**config.mk**
```make
export PLATFORM = sky130hd
export DESIGN_NAME = hazard_scoreboard
export DESIGN_NICKNAME = d
export VERILOG_FILES = /design/src/rtl/hazard_scoreboard.sv
export SDC_FILE = /design/constraint.sdc
export NUM_CORES = 1
export LEC_CHECK = 0
export ABC_AREA = 0
export BUFFER_PORTS_ARGS = -buffer_cell sky130_fd_sc_hd__buf_2
export CORE_MARGIN = 2
export CORE_UTILIZATION = 35
export CTS_BUF_LIST = sky130_fd_sc_hd__clkbuf_16
export DETAILED_ROUTE_END_ITERATION = 16
export SYNTH_ARGS = -nofsm -noshare
export SYNTH_HDL_FRONTEND = slang
export SYNTH_SLANG_ARGS = --single-unit
```
**constraint.sdc**
```tcl
create_clock -name clk -period 9.2 [get_ports clk]
set_clock_uncertainty 0.2 [all_clocks]
set_input_delay 0.46 -clock clk [delete_from_list [all_inputs] [get_ports clk]]
set_output_delay 0.46 -clock clk [all_outputs]
set_load 0.1 [all_outputs]
```
**src/rtl/hazard_scoreboard.sv**
```systemverilog
// Per-register busy/countdown scoreboard that stalls decode on RAW, WAW and in-flight overflow
// for variable- and fixed-latency producers. Define HAZARD_PERF_CNT_EN to add stall-cycle counters.
module hazard_scoreboard #(
  parameter int NREG         = 32,
  parameter int LAT_W        = 4,
  parameter int FWD_SLACK    = 1,
  parameter int MAX_INFLIGHT = 8
) (
  input  logic                    clk,
  input  logic                    rst,
  input  logic                    valid_d,
  input  logic [$clog2(NREG)-1:0] rs1_d,
  input  logic [$clog2(NREG)-1:0] rs2_d,
  input  logic                    rs_fpu_d,
  input  logic [$clog2(NREG)-1:0] rd_d,
  input  logic                    rd_fpu_d,
  input  logic                    reg_write_d,
  input  logic [LAT_W-1:0]        lat_d,
  input  logic                    flush_d,
  input  logic                    kill_e,
  input  logic                    global_stall,
  input  logic                    done_valid,
  input  logic [$clog2(NREG)-1:0] done_rd,
  input  logic                    done_fpu,
  output logic                    stall_f,
  output logic                    stall_d,
  output logic                    bubble_e,
  output logic [NREG-1:0]         busy_int,
`ifdef HAZARD_PERF_CNT_EN
  output logic [NREG-1:0]         busy_fp,
  output logic [31:0]             raw_stall_cnt,
  output logic [31:0]             waw_stall_cnt,
  output logic [31:0]             full_stall_cnt
`else
  output logic [NREG-1:0]         busy_fp
`endif
);

  localparam int IW = $clog2(NREG);
  localparam int NE = 2 * NREG;
  localparam int EW = IW + 1;
  localparam int PW = $clog2(NE + 1);
  localparam logic [LAT_W-1:0] SLACK_C = LAT_W'(FWD_SLACK);
  localparam logic [LAT_W-1:0] ONE_C   = LAT_W'(1);
  localparam logic [PW-1:0]    MAXF_C  = PW'(MAX_INFLIGHT);

  // Entries 0..NREG-1 are the integer file, NREG..2*NREG-1 the FPU file.
  logic [NE-1:0]    busy_r;
  logic [NE-1:0]    var_r;
  logic [LAT_W-1:0] cnt_r [NE];
  logic             li_valid_r;
  logic [EW-1:0]    li_e_r;

  logic [NE-1:0] pend_s;
  logic [EW-1:0] rs1_e_s, rs2_e_s, rd_e_s, done_e_s;
  logic          raw_s, waw_s, full_s, hazard_s, trackable_s, issue_s;

  function automatic logic [EW-1:0] entry_idx(input logic fpu, input logic [IW-1:0] r);
    logic [EW-1:0] e;
    if (fpu) e = EW'(NREG) + {1'b0, r};
    else     e = {1'b0, r};
    return e;
  endfunction

  function automatic logic [PW-1:0] popcount(input logic [NE-1:0] v);
    logic [PW-1:0] c;
    c = {PW{1'b0}};
    for (int i = 0; i < NE; i++) c = c + {{(PW-1){1'b0}}, v[i]};
    return c;
  endfunction

  assign rs1_e_s  = entry_idx(rs_fpu_d, rs1_d);
  assign rs2_e_s  = entry_idx(rs_fpu_d, rs2_d);
  assign rd_e_s   = entry_idx(rd_fpu_d, rd_d);
  assign done_e_s = entry_idx(done_fpu, done_rd);

  // Pending = result not yet reachable through the forwarding network.
  always_comb begin
    for (int e = 0; e < NE; e++) begin
      pend_s[e] = busy_r[e] & (var_r[e] | (cnt_r[e] > SLACK_C));
    end
  end

  assign raw_s       = valid_d & (pend_s[rs1_e_s] | pend_s[rs2_e_s]);
  assign waw_s       = valid_d & reg_write_d & busy_r[rd_e_s];
  assign full_s      = valid_d & reg_write_d & (popcount(busy_r) >= MAXF_C);
  assign hazard_s    = raw_s | waw_s | full_s;
  assign trackable_s = rd_fpu_d | (rd_d != {IW{1'b0}});
  assign issue_s     = ~rst & valid_d & reg_write_d & ~hazard_s & ~flush_d & ~global_stall & trackable_s;

  assign stall_f  = rst | hazard_s;
  assign stall_d  = rst | hazard_s;
  assign bubble_e = ~rst & hazard_s & ~global_stall & ~flush_d;
  assign busy_int = busy_r[NREG-1:0];
  assign busy_fp  = busy_r[NE-1:NREG];

  // Scoreboard entries: done/countdown first, then kill of the E-stage write, then new issue.
  always_ff @(posedge clk) begin
    if (rst) begin
      busy_r <= {NE{1'b0}};
      var_r  <= {NE{1'b0}};
      for (int e = 0; e < NE; e++) cnt_r[e] <= {LAT_W{1'b0}};
    end else begin
      for (int e = 0; e < NE; e++) begin
        if (done_valid && (done_e_s == EW'(e)) && busy_r[e] && var_r[e]) begin
          busy_r[e] <= 1'b0;
          var_r[e]  <= 1'b0;
        end else if (!global_stall && busy_r[e] && !var_r[e]) begin
          if (cnt_r[e] == ONE_C) begin
            busy_r[e] <= 1'b0;
            cnt_r[e]  <= {LAT_W{1'b0}};
          end else begin
            cnt_r[e] <= cnt_r[e] - ONE_C;
          end
        end
        if (kill_e && li_valid_r && (li_e_r == EW'(e))) begin
          busy_r[e] <= 1'b0;
          var_r[e]  <= 1'b0;
          cnt_r[e]  <= {LAT_W{1'b0}};
        end
        if (issue_s && (rd_e_s == EW'(e))) begin
          busy_r[e] <= 1'b1;
          var_r[e]  <= (lat_d == {LAT_W{1'b0}});
          cnt_r[e]  <= lat_d;
        end
      end
    end
  end

  // Last-issue tracker: names the write now in E so kill_e can retract it.
  always_ff @(posedge clk) begin
    if (rst) begin
      li_valid_r <= 1'b0;
      li_e_r     <= {EW{1'b0}};
    end else if (issue_s) begin
      li_valid_r <= 1'b1;
      li_e_r     <= rd_e_s;
    end else if (kill_e || !global_stall) begin
      li_valid_r <= 1'b0;
    end
  end

`ifdef HAZARD_PERF_CNT_EN
  // Saturating stall-cause counters.
  always_ff @(posedge clk) begin
    if (rst) begin
      raw_stall_cnt  <= 32'd0;
      waw_stall_cnt  <= 32'd0;
      full_stall_cnt <= 32'd0;
    end else begin
      if (raw_s && (raw_stall_cnt != 32'hFFFF_FFFF))   raw_stall_cnt  <= raw_stall_cnt + 32'd1;
      if (waw_s && (waw_stall_cnt != 32'hFFFF_FFFF))   waw_stall_cnt  <= waw_stall_cnt + 32'd1;
      if (full_s && (full_stall_cnt != 32'hFFFF_FFFF)) full_stall_cnt <= full_stall_cnt + 32'd1;
    end
  end
`endif

endmodule

```
Word level (Yosys, flattened, before mapping)
Memories as Yosys holds them, arrays and structs flattened.
Cells that the tools add are included.
W data, S select, Z words.

operators by class
  $add $sub $neg = 131
  muxes and demuxes = 1806
  reductions and logical operators = 777
  bitwise gates (word level) = 406
  order comparisons = 68
  eq/ne operators = 253

operator list
  operator               number
  $mux W1                1543
  $mux W4                256
  $eq A6 B6 Y1 const B   96
  $reduce_bool A4 Y1     128
  $logic_and A1 B1 Y1    449
  $add A7 B1 Y7          57
  $or A1 B1 Y1           325
  $eq A6 B5 Y1 const B   48
  $eq A4 B1 Y1 const B   64
  $gt A4 B1 Y1 const B   64
  $sub A4 B1 Y4 const B  64
  $reduce_bool A3 Y1     64
  $eq A6 B4 Y1 const B   24
  $reduce_and A2 Y1      64
  $and A1 B1 Y1          77
  $eq A6 B3 Y1 const B   12
  $logic_not A1 Y1       65
  $eq A6 B2 Y1 const B   6
  $add A6 B5 Y6 const A  4
  $mux W6                4
  $lt A6 B7 Y1 const B   3
  $bmux W1 S6            3
  $eq A6 B1 Y1 const B   3
  $logic_not A6 Y1       3
  other kinds (12)       15

word-level totals
  input bits = 35
  logic and storage cells = 3572
  memories kept = 1
  register bits = 135
  memory bits (writable) = 256

memories
  name   depth  bits a word  rd ports  clocked after Yosys merged registers in  wr ports  line  source
  cnt_r  64     4            64        0                                        64        50    logic [LAT_W-1:0] cnt_r [NE];

Depth between registers and ports, before layout
Gate-level depths: netlist of the first run.

  depth after elaboration = 76
  depth in mapped cells = 25
  depth with buffers taken out = 23

Worst setup path before layout of the first run
OpenSTA, ideal clock, no wires.

  kind = reg2out
  start point = reg busy_r[35]
  end point = out stall_f
  data arrival time = 8037 ps
  cell stages (with the launch flop) = 25
  slack = 503 ps
  path buffers = 3
  cell sequence = dfxtp_1 > inv_1 > fa_1 > inv_1 > fa_1 > inv_1 > fa_1 > fa_1 > inv_1 > fa_1 > fa_1 > fa_1 > inv_1 > fa_1 > inv_1 > ha_1 > or4b_2 > nor3_1 > o311ai_0 > o41ai_2 > buf_2 > buf_2 > nand2b_1 > a21o_1 > buf_4

between the ends
  word-level cells in the longest chain between the ends = 33
  elaborated cells on any way between the ends = 44
  classes of those cells = 29 x add/sub; 1 x order compare; 6 x mux; 8 x bitwise

ends and longest elaborated chain
  element                      line  source
  start: declaration           48    logic [NE-1:0] busy_r;
  start signal: assignment     100   busy_r <= {NE{1'b0}};
  $add A7 B1 Y7 (29 in a row)  68    for (int i = 0; i < NE; i++) c = c + {{(PW-1){1'b0}}, v[i]};
  $ge A7 B4 Y1                 86    assign full_s = valid_d & reg_write_d & (popcount(busy_r) >= MAXF_C);
  $and A1 B1 Y1                86
  $or A1 B1 Y1 (*)             87    assign hazard_s = raw_s | waw_s | full_s;
  $or A1 B1 Y1 (*)             -
  end: declaration             25    output logic stall_f,

Mark *: on every way between the ends. The rest lies on a longest branch, timed or not. The select of a mux whose other input is x is not followed.

Worst setup path after layout of the first run
  start point = reg busy_r[41]
  end point = out stall_d

between the ends
  word-level cells in the longest chain between the ends = 27
  elaborated cells on any way between the ends = 38
  classes of those cells = 23 x add/sub; 1 x order compare; 6 x mux; 8 x bitwise

ends and longest elaborated chain
  element                      line  source
  $add A7 B1 Y7 (23 in a row)  68
  $ge A7 B4 Y1                 86
  $and A1 B1 Y1                86
  $or A1 B1 Y1 (*)             87
  $or A1 B1 Y1 (*)             92    assign stall_d = rst | hazard_s;
  end: declaration             26    output logic stall_d,

Marks and branches as above.

==> results_dict.tcl, run 1 <==
set metrics [dict create \
    cts_setup_buffers 0 \
    wl_per_cell_um 26.4 \
    n_fill_cell 7948 \
    crit_arrival_ns 7.82 \
    min_path_type "in -> reg" \
    dp_slack_ns 1.06 \
    syn-instance-count 3065 \
    required_ns 8.54 \
    yosysWarningCount 0 \
    grt_max_degree 123 \
    cts.path.max_buffers 3 \
    place_hpwl_um 80500 \
    io_buffers 101 \
    synth_top_area_cell "edfxtp_1" \
    yosysUniqueCellTypes 65 \
    end_kind "output port" \
    path_max_fanout 32 \
    hold_viol 0 \
    cts.sinks 391 \
    io_pins 102 \
    clock_latency_ns 0.62 \
    cts_inserted_buffers 49 \
    synth_edf_count 256 \
    initial_core_util_pct 35.1 \
    min_delay_path_depth 2 \
    fp.dieW_um 285 \
    p_leak_nw 11.1 \
    layout.nets 3334 \
    ff2ff_path_depth 23 \
    post-route-drc-count 0 \
    coreArea_um2 78600 \
    overflow 0 \
    via_per_inst 6.18 \
    grt_pass1_vias 24527 \
    tns_ns 0 \
    r2r-end "cnt_r[1][26]" \
    post-route-min-period_ns 8.48 \
    critPathLaunchType "flip-flop" \
    syn_area_per_cell_um2 9.01 \
    slew_violations 0 \
    antenna_found_initial 5 \
    drt.antenna.violating_nets 0 \
    cts-resized-gates 0 \
    drtIter0Drc 3321 \
    synth.cell_area_um2 27600 \
    routed_wl_um 111000 \
    synth-seq-cells 391 \
    clk_pin_slew_ns 0.06 \
    rsz0062_at_grt "no" \
    r2r_setup_slack_ns 0.98 \
    die_h_um 285 \
    gp_congestion 1.05 \
    seq_area_frac_synth_pct 37.6 \
    r2r_start "busy_r[41]" \
    worstHoldStart "rd_d[4]" \
    synthArstFlopShare_pct 0 \
    synth_flop_cell "edfxtp_1" \
    status "complete, no violations" \
    layout-drive-gt1-share_pct 9.10 \
    ir_drop_uv 113 \
    timing.final.ws_setup_ns 0.718 \
    hold_buffers 1 \
    cts_tree "built" \
    crit_type "reg -> out" \
    min_period_over_period_pct 92.2 \
    setup_violations 0 \
    root_buffer "clkbuf_16" \
    powerDensity_nw_per_um2 139 \
    dr.pass1.iters 6 \
    syn2layout_area_growth_pct 11.4 \
    route.vias.total 25964 \
    post-synth-top-area-fraction_pct 27.8 \
    max_freq_mhz 118 \
    grt_use_total_pct 26.4 \
    slew_headroom_pct 9.39 \
    mostFrequentLayoutCell "nand2_1" \
    mostFrequentLayoutCells "385 x nand2_1, 287 x nor2_1, 286 x inv_1" \
    synth_area_leaders "edfxtp_1 28%, dfxtp_1 9.8%, ha_1 6.5%" \
    grt_pass1_wl_um 161000 \
    maxCapViolations 0 \
    htreeDepth 2 \
    syn_nets 3297 \
    hold_end "li_e_r[4]" \
    die_area_um2 81200 \
    std_cell_rows 103 \
    worst-slew-pin-transition_ns 1.34 \
]
==> layout make-up <==
type | count | area (um^2) | share of cell area, %
well taps | 1050 | 1310 | 4.27
diodes | 8 | 20.0 | 0.0650
clock buffers | 51 | 1280 | 4.15
clock inverters | 41 | 248 | 0.805
flip-flops and latches | 391 | 10400 | 33.8
multi-input cells | 2232 | 15600 | 50.6
repair buffers | 152 | 908 | 2.95
inverters | 276 | 1040 | 3.37
==> worst max path at each step <==
stage               start      endpoint  slack (ns)  depth (start not counted)
2_1_floorplan  busy_r[35]       stall_f        0.50                         24
3_3_place_gp   busy_r[35]  cnt_r[1][46]        1.21                         23
3_5_place_dp   busy_r[35]  cnt_r[1][26]        1.06                         23
4_1_cts        busy_r[41]       stall_f        0.74                         23
5_1_grt        busy_r[41]       stall_f        0.41                         23
6_report       busy_r[41]       stall_d        0.72                         23
==> cells by family (layout without fill, tap and decap cells) <==
family / count (synthesis) / after routing / synth area share (%)
fa+ha+maj: 197 / 197 / 10.4
xor+xnor: 122 / 122 / 3.87
other cells: 0 / 8 / 0
buf+inv: 442 / 520 / 6.17
mux: 117 / 117 / 5.38
compound gates: 614 / 614 / 16.3
flops: 391 / 391 / 37.6
simple gates: 1182 / 1182 / 20.2
==> report_power, final <==
part / switching, mW / internal [mW]
logic: 0.327 / 0.113
registers: 0.0407 / 1.91
clock network: 0.800 / 1.08
==> cell usage after synthesis, drive strengths merged, types with 44 or more instances <==
cell type  instances
a21oi             45
o21ai             97
o31ai             93
xor2              89
dfxtp            135
or3               56
mux2i             81
clkbuf           122
o41ai             52
nor3             113
a41oi             48
fa                54
nand3             80
edfxtp           256
buf               44
ha               143
nand2            385
inv              276
o22ai             64
nor2             288
o32ai             94
nand4             88
==> registers in the layout, summed over array words and instances (netlist names) <==
register    count
li_valid_r      1
li_e_r          6
cnt_r         256
busy_r         64
var_r          64
==> through the flow <==
step	power, mW	hold slack [ns]	std cells	utilization (%)	cell area [um^2]
2_1_floorplan	2.25	0.239	3065	-	27600
3_3_place_gp	2.40	0.264	4100	37.2	29200
3_5_place_dp	2.41	0.282	4100	37.2	29200
4_1_cts	4.26	0.135	4193	39.1	30800
5_1_grt	4.36	0.170	4197	39.1	30800
6_report	4.26	0.153	4201	39.2	30800
==> critical path: stages, from the launching register on <==
cell	delay (ns)
dfxtp_1	0.41
inv_1	0.11
fa_1	0.56
inv_1	0.08
fa_1	0.48
inv_1	0.05
fa_1	0.42
fa_1	0.56
inv_1	0.05
fa_1	0.47
fa_1	0.43
fa_1	0.52
inv_1	0.05
fa_1	0.47
inv_1	0.04
ha_1	0.17
or4b_2	0.62
nor3_1	0.13
o311ai_0	0.21
o41ai_4	0.27
buf_4	0.45
nand2b_1	0.16
a21o_1	0.21
buf_2	0.29
==> routing by layer <==
layer | vias to the layer above | GRT usage [%] | wire length (um)
li1 | 11399 | - | -
met3 | 388 | 7.54 | 14000
met1 | 12561 | 34.6 | 42900
met2 | 1614 | 39.2 | 47000
met4 | 2 | 14.7 | 6810
met5 | - | 0 | 15
No activity file was read; power rests on OpenSTA's default activity.
==> inputs of run 2 (changes only) <==
- CORE_UTILIZATION: 35 -> 40
==> results_dict.tcl, run 2 (synthesized netlist as in run 1, its figures left out) <==
set metrics [dict create \
    status "complete, no violations" \
    reg_top3 "cnt_r (256), busy_r (64), var_r (64)" \
    layout.nets 3333 \
    layout-drive-gt1-share_pct 9.20 \
    powerDensity_nw_per_um2 140 \
    required_ns 8.54 \
    root_buffer "clkbuf_16" \
    post_layout_nonfiller_instances 4026 \
    initial_core_util_pct 40.3 \
    met2_usage_pct 48.4 \
    fp.dieW_um 267 \
    die_area_um2 71200 \
    grt_pass1_wl_um 165000 \
    setup_violations 0 \
    seq_power_share_pct 45.5 \
    p_clk_share_pct 44.2 \
    cts-resized-gates 0 \
    htreeDepth 2 \
    max_freq_mhz 118 \
    tns_ns 0 \
    post-route-drc-count 0 \
    crit_arrival_ns 7.82 \
    end_kind "output port" \
    power_switching_mw 1.19 \
    hold_viol 0 \
    post-route-min-period_ns 8.48 \
    rsz0062_at_grt "no" \
    mostFrequentLayoutCells "385 x nand2_1, 288 x inv_1, 288 x nor2_1" \
    io_pins 102 \
    holdWs_ns 0.0845 \
    via_per_inst 6.49 \
    use_met1_pct 41.1 \
    cts_inserted_buffers 49 \
    worst-slew-pin-transition_ns 1.31 \
    largest_register "cnt_r" \
    critPathLaunchType "flip-flop" \
    path_max_fanout 43 \
    grt_pass1_vias 25161 \
    internal_power_mw 3.09 \
    crit_type "reg -> out" \
    slew_violations 0 \
    design_power_total_mw 4.28 \
    antenna_found_initial 10 \
    coreArea_um2 68500 \
    die_h_um 267 \
    min_path_type "in -> reg" \
    place_hpwl_um 83100 \
    grt_use_total_pct 31.3 \
    largest_reg_flops 256 \
    cpMaxStageDelayCell "or4b_2" \
    critPathBufInv 8 \
    p_leak_nw 11.2 \
    path_delay_family "adder cells" \
    clk_pin_slew_ns 0.06 \
    grt_max_degree 200 \
    wl_per_cell_um 28.1 \
    cts.sinks 391 \
    worst_path_most_repeated_cell "fa_1" \
    ir_drop_uv 113 \
    place_inst 3931 \
    maxCapViolations 0 \
    cts.path.max_buffers 3 \
    gp_congestion 1.04 \
    mostFrequentLayoutCell "nand2_1" \
    gr-usage-met3_pct 7.25 \
    combPwrFrac_pct 10.3 \
    slowest_delay_ns 0.62 \
    routed_wl_um 113000 \
    min_period_over_period_pct 92.2 \
    grt_most_used_layer "met2" \
    switching_share_pct 27.8 \
    drtIter0Drc 3410 \
    route.vias.total 26128 \
    drt.antenna.violating_nets 0 \
    dr.pass1.iters 6 \
    cts_tree "built" \
    std_cell_rows 96 \
    overflow 0 \
    io_buffers 101 \
    syn2layout_area_growth_pct 10.7 \
    crit_chain "inv_1 > fa_1 > inv_1 > fa_1 > inv_1 > fa_1 > fa_1 > inv_1 > fa_1 > fa_1 > fa_1 > inv_1 > fa_1 > inv_1 > ha_1 > or4b_2 > nor3_1 > o311ai_0 > o41ai_4 > buf_12 > nand2b_1 > a21o_1 > buf_2" \
    slew_headroom_pct 11.8 \
    clock_latency_ns 0.62 \
]
-- run 2: path summary, 6_finish.rpt --
path               from  depth (start not counted)  slack [ns]            to
max          busy_r[41]                         23        0.72       stall_f
min            rd_fpu_d                          2        0.08     li_e_r[5]
max reg2reg  busy_r[41]                         22        1.01  cnt_r[0][69]
min reg2reg    var_r[0]                          2        0.28      var_r[0]
-- run 2: power by group through the flow --
stage               Combinational, mW  Sequential, mW  Clock (mW)
detailed placement              0.424            1.98           0
floorplan                       0.272            1.97           0
finish                          0.441            1.95        1.89
global placement                0.418            1.98           0
global route                    0.465            1.95        1.98
CTS                             0.427            1.95        1.91
-- run 2: worst register-to-register path: cells and delay by family, from the launching register on --
family / cells / cell delay, ns
AO/OA/AOI/OAI: 3 / 1.04
adder cells (fa/ha/maj): 9 / 4.07
buffers and inverters: 7 / 0.67
flip-flops: 1 / 0.42
AND/OR/NAND/NOR: 3 / 1.57
-- run 2: stage by stage --
stage / setup WS [ns] / cell area (um^2) / utilization (%)
final: 0.719 / 30600 / 44.7
after global routing: 0.426 / 30600 / 44.7
after CTS: 0.742 / 30600 / 44.6
after detailed placement: 1.15 / 29000 / 42.4
after global placement: 1.21 / 29000 / 42.4
after floorplan: 0.503 / 27600 / -
-- run 2: timing repair --
item | 4_1_cts | 5_1_grt
endpoints found under the hold margin | 1 | 0
hold buffers | 1 | 0
buffers inserted | 0 | 0
-- run 2: final cells by class --
type / instances / area [um^2]
clock buffers: 52 / 1300
clock inverters: 39 / 230
inverters: 276 / 1040
flip-flops and latches: 391 / 10400
diodes: 3 / 7.51
fillers: 6583 / 37900
repair buffers: 151 / 911
well taps: 882 / 1100
multi-input cells: 2232 / 15600
-- run 2: layer usage --
metal	routed length [um]	vias up
met5	158	-
met4	5950	10
met3	12600	321
met2	49800	1600
met1	44700	12827
li1	-	11370
